<file path="config.mk">
export PLATFORM = sky130hd
export DESIGN_NAME = bit6_addsub_accumulator_flat
export DESIGN_NICKNAME = d
export VERILOG_FILES = /design/src/rtl/bit6_addsub_accumulator_pkg.sv /design/src/rtl/bit6_addsub_accumulator_if.sv /design/src/rtl/Bit6_Adder_Subtractor_DF.sv /design/src/rtl/bit6_addsub_accumulator_ctrl.sv /design/src/rtl/bit6_addsub_accumulator.sv /design/src/flat_wrapper.sv
export SDC_FILE = /design/constraint.sdc
export NUM_CORES = 1
export LEC_CHECK = 0
export ABC_AREA = 1
export BUFFER_PORTS_ARGS = -buffer_cell sky130_fd_sc_hd__buf_2
export CORE_ASPECT_RATIO = 0.75
export CORE_MARGIN = 3
export CORE_UTILIZATION = 56
export CTS_CLUSTER_SIZE = 40
export DETAILED_ROUTE_END_ITERATION = 8
export GPL_ROUTABILITY_DRIVEN = 0
export PLACE_DENSITY = 0.78
export REMOVE_ABC_BUFFERS = 1
export SLEW_MARGIN = 20
export SYNTH_ARGS = -nofsm -noshare
export SYNTH_HDL_FRONTEND = slang
export SYNTH_HIERARCHICAL = 1
export SYNTH_SLANG_ARGS = --single-unit
</file>
<file path="constraint.sdc">
create_clock -name clk -period 2.05 [get_ports clk]
set_input_delay 0.3075 -clock clk [delete_from_list [all_inputs] [get_ports clk]]
set_output_delay 0.3075 -clock clk [all_outputs]
set_load 0.02 [all_outputs]
</file>
<file path="src/rtl/bit6_addsub_accumulator_pkg.sv">
// Shared types and constants for the 6-bit add/sub running accumulator.
// Holds the FSM encoding, the operation codes and a signed-overflow helper.
package bit6_addsub_accumulator_pkg;

  localparam int WIDTH_DEF = 6;
  localparam int CNT_W_DEF = 6;

  typedef enum logic [1:0] {
    IDLE  = 2'd0,
    ACCUM = 2'd1,
    HOLD  = 2'd2
  } state_e;

  localparam logic OP_ADD = 1'b0;
  localparam logic OP_SUB = 1'b1;

  // Subtract overflows when the operands differ in sign, add when they agree;
  // either way the result must have flipped away from the accumulator's sign.
  function automatic logic ovf_step(input logic op, input logic a_msb,
                                    input logic b_msb, input logic sd_msb);
    logic sign_cond;
    sign_cond = 1'b0;
    case (op)
      OP_ADD:  sign_cond = (a_msb == b_msb);
      OP_SUB:  sign_cond = (a_msb != b_msb);
      default: sign_cond = 1'b0;
    endcase
    return sign_cond && (sd_msb != a_msb);
  endfunction

endpackage

</file>
<file path="src/rtl/bit6_addsub_accumulator_if.sv">
// Operand stream in and chain-result stream out, both valid/ready.
// master = producer/consumer side, slave = accumulator side.
interface bit6_addsub_accumulator_if
  import bit6_addsub_accumulator_pkg::*;
#(
  parameter int WIDTH = WIDTH_DEF,
  parameter int CNT_W = CNT_W_DEF
);
  logic             in_valid;
  logic             in_ready;
  logic [WIDTH-1:0] in_data;
  logic             in_op;
  logic             in_first;
  logic             in_last;

  logic             out_valid;
  logic             out_ready;
  logic [WIDTH-1:0] out_result;
  logic             out_cobo;
  logic             out_ovf;
  logic [CNT_W-1:0] out_count;

  modport master (
    output in_valid, in_data, in_op, in_first, in_last, out_ready,
    input  in_ready, out_valid, out_result, out_cobo, out_ovf, out_count
  );

  modport slave (
    input  in_valid, in_data, in_op, in_first, in_last, out_ready,
    output in_ready, out_valid, out_result, out_cobo, out_ovf, out_count
  );
endinterface

</file>
<file path="src/rtl/Bit6_Adder_Subtractor_DF.sv">
// Combinational 6-bit adder/subtractor: m=0 a+b, m=1 a-b (two's complement).
// CoBo is carry-out on add and borrow (a < b unsigned) on subtract.
module Bit6_Adder_Subtractor_DF (
  input  logic [5:0] a,
  input  logic [5:0] b,
  input  logic       m,
  output logic       CoBo,
  output logic [5:0] SD
);
  logic [6:0] sum;

  assign sum  = {1'b0, a} + {1'b0, b ^ {6{m}}} + {6'd0, m};
  assign SD   = sum[5:0];
  // Raw carry on subtract means "no borrow", so invert it there.
  assign CoBo = sum[6] ^ m;
endmodule

</file>
<file path="src/rtl/bit6_addsub_accumulator_ctrl.sv">
// Chain controller around an external adder: result valid one cycle after the last beat.
// in_ready drops while a result is held; the result stays until out_ready, then one dead cycle.
module bit6_addsub_accumulator_ctrl
  import bit6_addsub_accumulator_pkg::*;
#(
  parameter int WIDTH = WIDTH_DEF,
  parameter int CNT_W = CNT_W_DEF
) (
  input  logic                       clk,
  input  logic                       rst,
  bit6_addsub_accumulator_if.slave   stream,
  output logic [WIDTH-1:0]           add_a_o,
  output logic [WIDTH-1:0]           add_b_o,
  output logic                       add_m_o,
  input  logic                       add_cobo_i,
  input  logic [WIDTH-1:0]           add_sd_i
);
  state_e           state_q;
  logic [WIDTH-1:0] acc_q, acc_d;
  logic             cobo_q, cobo_d;
  logic             ovf_q, ovf_d;
  logic [CNT_W-1:0] cnt_q, cnt_d;

  logic             in_ready_q;
  logic             out_valid_q;
  logic [WIDTH-1:0] out_result_q;
  logic             out_cobo_q;
  logic             out_ovf_q;
  logic [CNT_W-1:0] out_count_q;

  logic             accept;
  logic             first_beat;

  assign add_a_o = acc_q;
  assign add_b_o = stream.in_data;
  assign add_m_o = stream.in_op;

  assign accept     = stream.in_valid & in_ready_q;
  assign first_beat = (state_q == IDLE) | stream.in_first;

  // Candidate next accumulator state; only committed on an accepted beat.
  always_comb begin
    acc_d  = acc_q;
    cobo_d = cobo_q;
    ovf_d  = ovf_q;
    cnt_d  = cnt_q;
    if (first_beat) begin
      acc_d  = stream.in_data;
      cobo_d = 1'b0;
      ovf_d  = 1'b0;
      cnt_d  = CNT_W'(1);
    end else begin
      acc_d  = add_sd_i;
      cobo_d = add_cobo_i;
      ovf_d  = ovf_q | ovf_step(stream.in_op, acc_q[WIDTH-1],
                                stream.in_data[WIDTH-1], add_sd_i[WIDTH-1]);
      cnt_d  = (&cnt_q) ? cnt_q : cnt_q + CNT_W'(1);
    end
  end

  always_ff @(posedge clk) begin
    if (rst) begin
      state_q      <= IDLE;
      acc_q        <= '0;
      cobo_q       <= 1'b0;
      ovf_q        <= 1'b0;
      cnt_q        <= '0;
      in_ready_q   <= 1'b1;
      out_valid_q  <= 1'b0;
      out_result_q <= '0;
      out_cobo_q   <= 1'b0;
      out_ovf_q    <= 1'b0;
      out_count_q  <= '0;
    end else begin
      case (state_q)
        IDLE, ACCUM: begin
          if (accept) begin
            acc_q  <= acc_d;
            cobo_q <= cobo_d;
            ovf_q  <= ovf_d;
            cnt_q  <= cnt_d;
            if (stream.in_last) begin
              state_q      <= HOLD;
              in_ready_q   <= 1'b0;
              out_valid_q  <= 1'b1;
              out_result_q <= acc_d;
              out_cobo_q   <= cobo_d;
              out_ovf_q    <= ovf_d;
              out_count_q  <= cnt_d;
            end else begin
              state_q <= ACCUM;
            end
          end
        end
        HOLD: begin
          if (stream.out_ready) begin
            state_q     <= IDLE;
            in_ready_q  <= 1'b1;
            out_valid_q <= 1'b0;
          end
        end
        default: begin
          state_q     <= IDLE;
          in_ready_q  <= 1'b1;
          out_valid_q <= 1'b0;
        end
      endcase
    end
  end

  assign stream.in_ready   = in_ready_q;
  assign stream.out_valid  = out_valid_q;
  assign stream.out_result = out_result_q;
  assign stream.out_cobo   = out_cobo_q;
  assign stream.out_ovf    = out_ovf_q;
  assign stream.out_count  = out_count_q;
endmodule

</file>
<file path="src/rtl/bit6_addsub_accumulator.sv">
// Multi-operand add/sub calculator: chain controller wired to the 6-bit dataflow adder.
// Result valid one cycle after the last beat; input stalls while the result awaits out_ready.
module bit6_addsub_accumulator
  import bit6_addsub_accumulator_pkg::*;
#(
  parameter int WIDTH = WIDTH_DEF,
  parameter int CNT_W = CNT_W_DEF
) (
  input  logic                     clk,
  input  logic                     rst,
  bit6_addsub_accumulator_if.slave stream
);
  logic [WIDTH-1:0] add_a;
  logic [WIDTH-1:0] add_b;
  logic [WIDTH-1:0] add_sd;
  logic             add_m;
  logic             add_cobo;

  bit6_addsub_accumulator_ctrl #(
    .WIDTH (WIDTH),
    .CNT_W (CNT_W)
  ) u_ctrl (
    .clk        (clk),
    .rst        (rst),
    .stream     (stream),
    .add_a_o    (add_a),
    .add_b_o    (add_b),
    .add_m_o    (add_m),
    .add_cobo_i (add_cobo),
    .add_sd_i   (add_sd)
  );

  Bit6_Adder_Subtractor_DF u_adder (
    .a    (add_a),
    .b    (add_b),
    .m    (add_m),
    .CoBo (add_cobo),
    .SD   (add_sd)
  );
endmodule

</file>
<file path="src/flat_wrapper.sv">
// flat-port wrapper written by rule: the top's interface ports become plain ports
module bit6_addsub_accumulator_flat import bit6_addsub_accumulator_pkg::*;
#(
  parameter int WIDTH = WIDTH_DEF,
  parameter int CNT_W = CNT_W_DEF
)
  (clk, rst, stream_in_valid, stream_in_data, stream_in_op, stream_in_first, stream_in_last, stream_out_ready, stream_in_ready, stream_out_valid, stream_out_result, stream_out_cobo, stream_out_ovf, stream_out_count);
  bit6_addsub_accumulator_if #(.WIDTH(WIDTH), .CNT_W(CNT_W)) stream_i ();
  input  logic clk;
  input  logic rst;
  input wire logic [$bits(stream_i.in_valid)-1:0] stream_in_valid;
  input wire logic [$bits(stream_i.in_data)-1:0] stream_in_data;
  input wire logic [$bits(stream_i.in_op)-1:0] stream_in_op;
  input wire logic [$bits(stream_i.in_first)-1:0] stream_in_first;
  input wire logic [$bits(stream_i.in_last)-1:0] stream_in_last;
  input wire logic [$bits(stream_i.out_ready)-1:0] stream_out_ready;
  output wire logic [$bits(stream_i.in_ready)-1:0] stream_in_ready;
  output wire logic [$bits(stream_i.out_valid)-1:0] stream_out_valid;
  output wire logic [$bits(stream_i.out_result)-1:0] stream_out_result;
  output wire logic [$bits(stream_i.out_cobo)-1:0] stream_out_cobo;
  output wire logic [$bits(stream_i.out_ovf)-1:0] stream_out_ovf;
  output wire logic [$bits(stream_i.out_count)-1:0] stream_out_count;
  assign stream_i.in_valid = stream_in_valid;
  assign stream_i.in_data = stream_in_data;
  assign stream_i.in_op = stream_in_op;
  assign stream_i.in_first = stream_in_first;
  assign stream_i.in_last = stream_in_last;
  assign stream_i.out_ready = stream_out_ready;
  assign stream_in_ready = stream_i.in_ready;
  assign stream_out_valid = stream_i.out_valid;
  assign stream_out_result = stream_i.out_result;
  assign stream_out_cobo = stream_i.out_cobo;
  assign stream_out_ovf = stream_i.out_ovf;
  assign stream_out_count = stream_i.out_count;
  bit6_addsub_accumulator #(.WIDTH(WIDTH), .CNT_W(CNT_W)) u_core (.clk(clk), .rst(rst), .stream(stream_i));
endmodule
</file>
Yosys cells after proc, flatten, opt, wreduce, memory -nomap -nowiden
Cells that the tools add are included.

storage, ports and cells
  register bits = 31
  output and inout port bits = 16
  logic and storage cells = 54
  input bits = 13

cells by class
  reduce and logical (&&, ||, !) cells = 8
  bitwise gates (word level) = 6
  equal/unequal tests = 8
  multiplexer cells = 19
  add/subtract/negate cells = 3

operators with widths
  kind                 number
  $mux 6               3
  $mux 1               9
  $add 6x6->7          1
  $add 7x1->7          1
  $add 6x1->6 const B  1
  $mux 2               3
  $ne 2x2->1 const B   3
  $pmux 1 s2           3
  $reduce_and 3->1     2
  $reduce_and 6->1     1
  $xor 6x6->6          1
  $pmux 2 s2           1
  $reduce_and 2->1     2
  $eq 2x1->1 const B   1
  $eq 2x2->1 const B   1
  $logic_not 2->1      1
  $ne 1x1->1           2
  $or 1x1->1           2
  $reduce_or 2->1      1
  $and 1x1->1          1
  $eq 1x1->1           1
  $logic_and 1x1->1    1
  $not 1->1            1
  $xor 1x1->1          1

Logic depth before layout (Yosys ltp)
  depth in word-level cells = 7
  gate-level depth with buffers = 17
  gate-level depth less buffers = 15

By module
The synthesis kept the hierarchy.

modules (own cells, without submodules)
  module                        times used  area an instance (µm²)  cells each  sequential area each (µm²)
  bit6_addsub_accumulator_ctrl  1           1,502.7                 215         620.6
  Bit6_Adder_Subtractor_DF      1           417.9                   72          0.0

Worst setup path before layout
Ideal clock, no wire load.

  kind = input to register
  from = input stream_in_op
  to = register u_core.u_ctrl.out_ovf_q, in the netlist u_core/u_ctrl/stream.out_ovf
  data arrival time = 1,851 ps
  slack = 129 ps
  library setup time = 70 ps
  data required time = 1,980 ps
  stages on the path = 17
  cell sequence = buf_4 -> buf_6 -> xnor2_1 -> inv_1 -> ha_1 -> nand2_1 -> inv_1 -> nand3_2 -> nand2_1 -> nand3_1 -> nand2_1 -> inv_1 -> nor2_1 -> nand3_1 -> nand3_1 -> nand2_1 -> a21oi_1

between the ends
  longest elaborated chain between the ends = 7
  elaborated cells on any way between the ends = 10

RTL lines
  item                        line                                source
  start, declared             flat_wrapper.sv:13                  input wire logic [$bits(stream_i.in_op)-1:0] stream_in_op;
  $xor 6x6->6                 Bit6_Adder_Subtractor_DF.sv:12      assign sum = {1'b0, a} + {1'b0, b ^ {6{m}}} + {6'd0, m};
  $add 6x6->7                 Bit6_Adder_Subtractor_DF.sv:12
  $add 7x1->7 (*)             Bit6_Adder_Subtractor_DF.sv:12
  named net u_core.add_sd[5]  bit6_addsub_accumulator.sv:15       logic [WIDTH-1:0] add_sd;
  $ne 1x1->1 (*)              bit6_addsub_accumulator_pkg.sv:28   return sign_cond && (sd_msb != a_msb);
  $logic_and 1x1->1 (*)       bit6_addsub_accumulator_pkg.sv:28
  $or 1x1->1 (*)              bit6_addsub_accumulator_ctrl.sv:55  ovf_d = ovf_q | ovf_step(stream.in_op, acc_q[WIDTH-1],
  $mux 1 (*)                  bit6_addsub_accumulator_ctrl.sv:47  if (first_beat) begin
  end signal, assigned        bit6_addsub_accumulator_ctrl.sv:88  out_ovf_q <= ovf_d;
  end, declared               bit6_addsub_accumulator_ctrl.sv:28  logic out_ovf_q;

The timed path passes the listed nets; every way through them passes the cells marked *. The select of a mux whose other input is x is not followed.
A chain may end at the register's enable or synchronous reset.

Final worst setup path
  from = register u_core.u_ctrl.acc_q[0], in the netlist u_core/u_ctrl/add_a_o[0]
  to = register u_core.u_ctrl.acc_q[4], in the netlist u_core/u_ctrl/add_a_o[4]

between the ends
  longest elaborated chain between the ends = 3

RTL lines
  item                        line                                source
  start, declared             bit6_addsub_accumulator_ctrl.sv:19  logic [WIDTH-1:0] acc_q, acc_d;
  start signal, assigned      bit6_addsub_accumulator_ctrl.sv:64  acc_q <= '0;
  start signal, assigned      bit6_addsub_accumulator_ctrl.sv:78  acc_q <= acc_d;
  $add 6x6->7                 Bit6_Adder_Subtractor_DF.sv:12
  $add 7x1->7                 Bit6_Adder_Subtractor_DF.sv:12
  named net u_core.add_sd[4]  bit6_addsub_accumulator.sv:15
  $mux 6                      bit6_addsub_accumulator_ctrl.sv:47

The timed path passes the listed nets, and every way through them passes these cells.

==> reports/qor.csv <==
stage,metric,value,unit
power,power.internal,1224,uW
sta,final_max_slew_viol_count,0,
power,p_leak,0.001180,uW
logic_synthesis,synth_top_cell_area_share,32.31,%
sta,worst_pin_slew,439.2,ps
route,first_iter_violations,78,
logic_synthesis,synthTopCellsByArea,"dfxtp_1, nand2_1, inv_1",
die,dieArea,4175,sq um
route,vias,1739,
power,netSwitchingFraction,31.26,%
worst_setup_path,ff2ff_path_depth,13,
layout,fillers,308,
logic_synthesis,syn-mean-instance-area,6.692,sq um
sta,max_slew_margin,70.69,%
power,ir_drop,0.0006626,V
global_routing,grt_pass1_vias,1648,
worst_setup_path,required,2220,ps
logic_synthesis,synth.top_cells.by_count,"nand2_1, inv_1, nor2_1",
min_path,min_from,stream_out_ready,
min_path,hold_end,u_core/u_ctrl/state_q[1]$_SDFFE_PP0P_,
sta,hold_violations,0,
logic_synthesis,synth_largest_area_cell,dfxtp_1,
logic_synthesis,synth_adder_area_share,6.254,%
layout,layoutNonFillerInstCount,349,
logic_synthesis,synth-main-ff-cell,dfxtp_1,
clocking,h-tree-depth,2,
clocking,post_cts_buffers,0,
layout,antenna_cells,0,
route,via_per_inst,4.983,
logic_synthesis,yosys_warnings,6,
route,route.detailed.drc,0,
logic_synthesis,netlist-cell-type-count,27,
power,p_comb_share,25.8,%
global_routing,grt_pass1_wl,7189,um
logic_synthesis,netlist_area,1921,sq um
worst_setup_path,reg2reg_from,u_core/u_ctrl/add_a_o[0]$_SDFFE_PP0P_,
sta,final.period_utilization,91.98,%
die,rows,17,
worst_setup_path,timing.critical_path.slowest_stage_cell,fa_1,
clocking,ctsResizeCount,0,
route,dr.pass1.iters,4,
logic_synthesis,synth-xor-area-share,3.192,%
die,die_y,56.72,um
worst_setup_path,crit_type,reg2reg,
worst_setup_path,rr_endpoint,u_core/u_ctrl/add_a_o[4]$_SDFFE_PP0P_,
die,core_area,3105,sq um
worst_setup_path,worstPathMaxFanout,4,
worst_setup_path,end_kind,flip-flop,
route,postRouteAntennaNets,0,
clocking,clock_latency,280,ps
layout,nets,332,
sta,rsz0062_at_grt,false,
clocking,cts.path.max_buffers,2,
logic_synthesis,synth-simple-area-share,28.21,%
power,switchingPower,556.4,uW
sta,setup_viol,0,
logic_synthesis,syn_inst,287,
min_path,hold_depth,3,
die,dieWidth,73.62,um
min_path,min_path_type,in2reg,
global_routing,antenna_found_initial,0,
route,wl_per_cell,12.00,um
logic_synthesis,synth-seq-cells,31,
logic_synthesis,muxShareOfSynthArea,0,%
place,port_buffers,28,
worst_setup_path,cp_cell_sequence,"nor2_1, nor2_1, inv_1, fa_1, inv_1, nand2_1, nand2_1, nand2_1, xnor2_1, nand2_1, nand2_1, o21ai_0, inv_1",
status,status,"complete, no violations",
clocking,cts_buffers,5,
logic_synthesis,synth-compound-area-share,14.01,%
worst_setup_path,cpMostUsedCell,nand2_1,
worst_setup_path,cpPeakStageDelay,420,ps
power,clock_power_share,34.7,%
logic_synthesis,ys_async_sr_fraction,0,%
global_routing,grt_max_degree,19,
clocking,cts.clk_slew.worst_paths,60,ps
sta,fmax,530.3,MHz
global_routing,grt.total_usage,21.66,%
clocking,clock-sinks,31,
global_routing,grt_overflow_total,0,
logic_synthesis,synth_edf_count,0,
power,power,1780,uW
sta,skew,4.269,ps
worst_setup_path,start_kind,flip-flop,
logic_synthesis,synth-seq-area-share,32.31,%
worst_setup_path,worstPathArrival,2060,ps
route,wl,4187,um
clocking,cts-root-buf,clkbuf_8,
place,place_inst,341,
logic_synthesis,synth_top_family_by_area,simple AND/OR/NAND/NOR gates,
layout,drive_above_1_share,16.40,%
layout,areaGrowthSynthToFinish,10.62,%
job,cap_violations,0,
die,ios,29,
sta,fin_crit,1886,ps
place,dp_hpwl,3109,um
power,power.density,837.9,nW/um^2
power,seqPwrFrac,39.4,%
clocking,cts_tree,built,
die,initial_core_util,61.85,%
clocking,postCtsHoldBufs,0,
worst_setup_path,rrSetupSlack,160,ps
logic_synthesis,yosysMostFrequentCell,nand2_1,
==> worst max-delay path: cells and delay by family (launching register included) <==
family / cells / cell delay (ps)
simple gates: 7 / 540
fa+ha+maj: 1 / 420
flops: 1 / 370
buf+inv: 3 / 190
compound gates: 1 / 140
xor+xnor: 1 / 120
==> stage by stage <==
step                      TNS (ps)  worst slack, ps  instance area (sq um)  utilization, %  hold WS, ps
final                            0            164.3                   2125           68.41        342.3
after global routing             0            1.400                   2125           68.41        353.1
after floorplan                  0            317.3                   1797               -        376.6
after global placement           0            27.56                   2007           64.63        445.2
after detailed placement    -78.74           -36.08                   2007           64.63        455.2
after CTS                        0            170.9                   2125           68.41        337.6
==> power groups by stage <==
stage          logic (uW)  clock network [uW]  registers [uW]
6_report              460                 619             702
3_5_place_dp          455                   0             714
3_3_place_gp          446                   0             712
4_1_cts               459                 624             701
5_1_grt               525                 648             710
2_1_floorplan         300                   0             735
==> registers in the layout (all words and copies together), names as in the netlist <==
register                         cells
u_core/u_ctrl/cnt_q                  6
u_core/u_ctrl/ovf_q                  1
u_core/u_ctrl/state_q                2
u_core/u_ctrl/stream.out_cobo        1
u_core/u_ctrl/stream.out_valid       1
u_core/u_ctrl/add_a_o                6
u_core/u_ctrl/stream.in_ready        1
u_core/u_ctrl/stream.out_count       6
u_core/u_ctrl/stream.out_ovf         1
u_core/u_ctrl/stream.out_result      6
==> layer usage <==
layer  global-route usage [%]  wire length [um]
met2                    32.58              1824
met3                    7.156               307
met4                    4.910                15
met1                    29.82              2039
met5                        0                 0
==> cell families after synthesis <==
group | Yosys count
compound gates | 50
flops | 31
xor+xnor | 7
buf+inv | 64
fa+ha+maj | 9
simple gates | 126
==> layout make-up <==
class / instances / area (sq um) / share of cell area, %
clock buffers: 6 / 82.58 / 3.887
clock inverters: 2 / 35.03 / 1.649
inverters: 49 / 183.9 / 8.657
multi-input cells: 192 / 992.2 / 46.70
flip-flops and latches: 31 / 620.6 / 29.21
well taps: 38 / 47.55 / 2.238
repair buffers: 31 / 162.7 / 7.656
==> worst max-delay path by stage <==
stage                                          start                                    end  slack, ps
6_report       u_core/u_ctrl/add_a_o[0]$_SDFFE_PP0P_  u_core/u_ctrl/add_a_o[4]$_SDFFE_PP0P_        160
5_1_grt        u_core/u_ctrl/add_a_o[0]$_SDFFE_PP0P_  u_core/u_ctrl/add_a_o[4]$_SDFFE_PP0P_          1
4_1_cts        u_core/u_ctrl/add_a_o[0]$_SDFFE_PP0P_  u_core/u_ctrl/add_a_o[4]$_SDFFE_PP0P_        170
3_5_place_dp                            stream_in_op       u_core/u_ctrl/ovf_q$_SDFFE_PP0P_        -40
3_3_place_gp                            stream_in_op       u_core/u_ctrl/ovf_q$_SDFFE_PP0P_         30
2_1_floorplan                      stream_in_data[0]  u_core/u_ctrl/add_a_o[4]$_SDFFE_PP0P_        320
==> placed cells by master, fill, tap and decap left out, types with 2 or more instances in the layout <==
cell,n
xor2_1,4
nand4_1,2
xnor2_1,3
nor2_1,36
a21oi_1,18
buf_4,3
inv_1,44
dfxtp_1,31
clkbuf_8,6
buf_2,28
o21ai_1,6
o21ai_0,23
nand3_1,15
ha_1,8
nand3_2,2
inv_2,5
nand2_1,66
No activity file was read; power rests on OpenSTA's default activity.
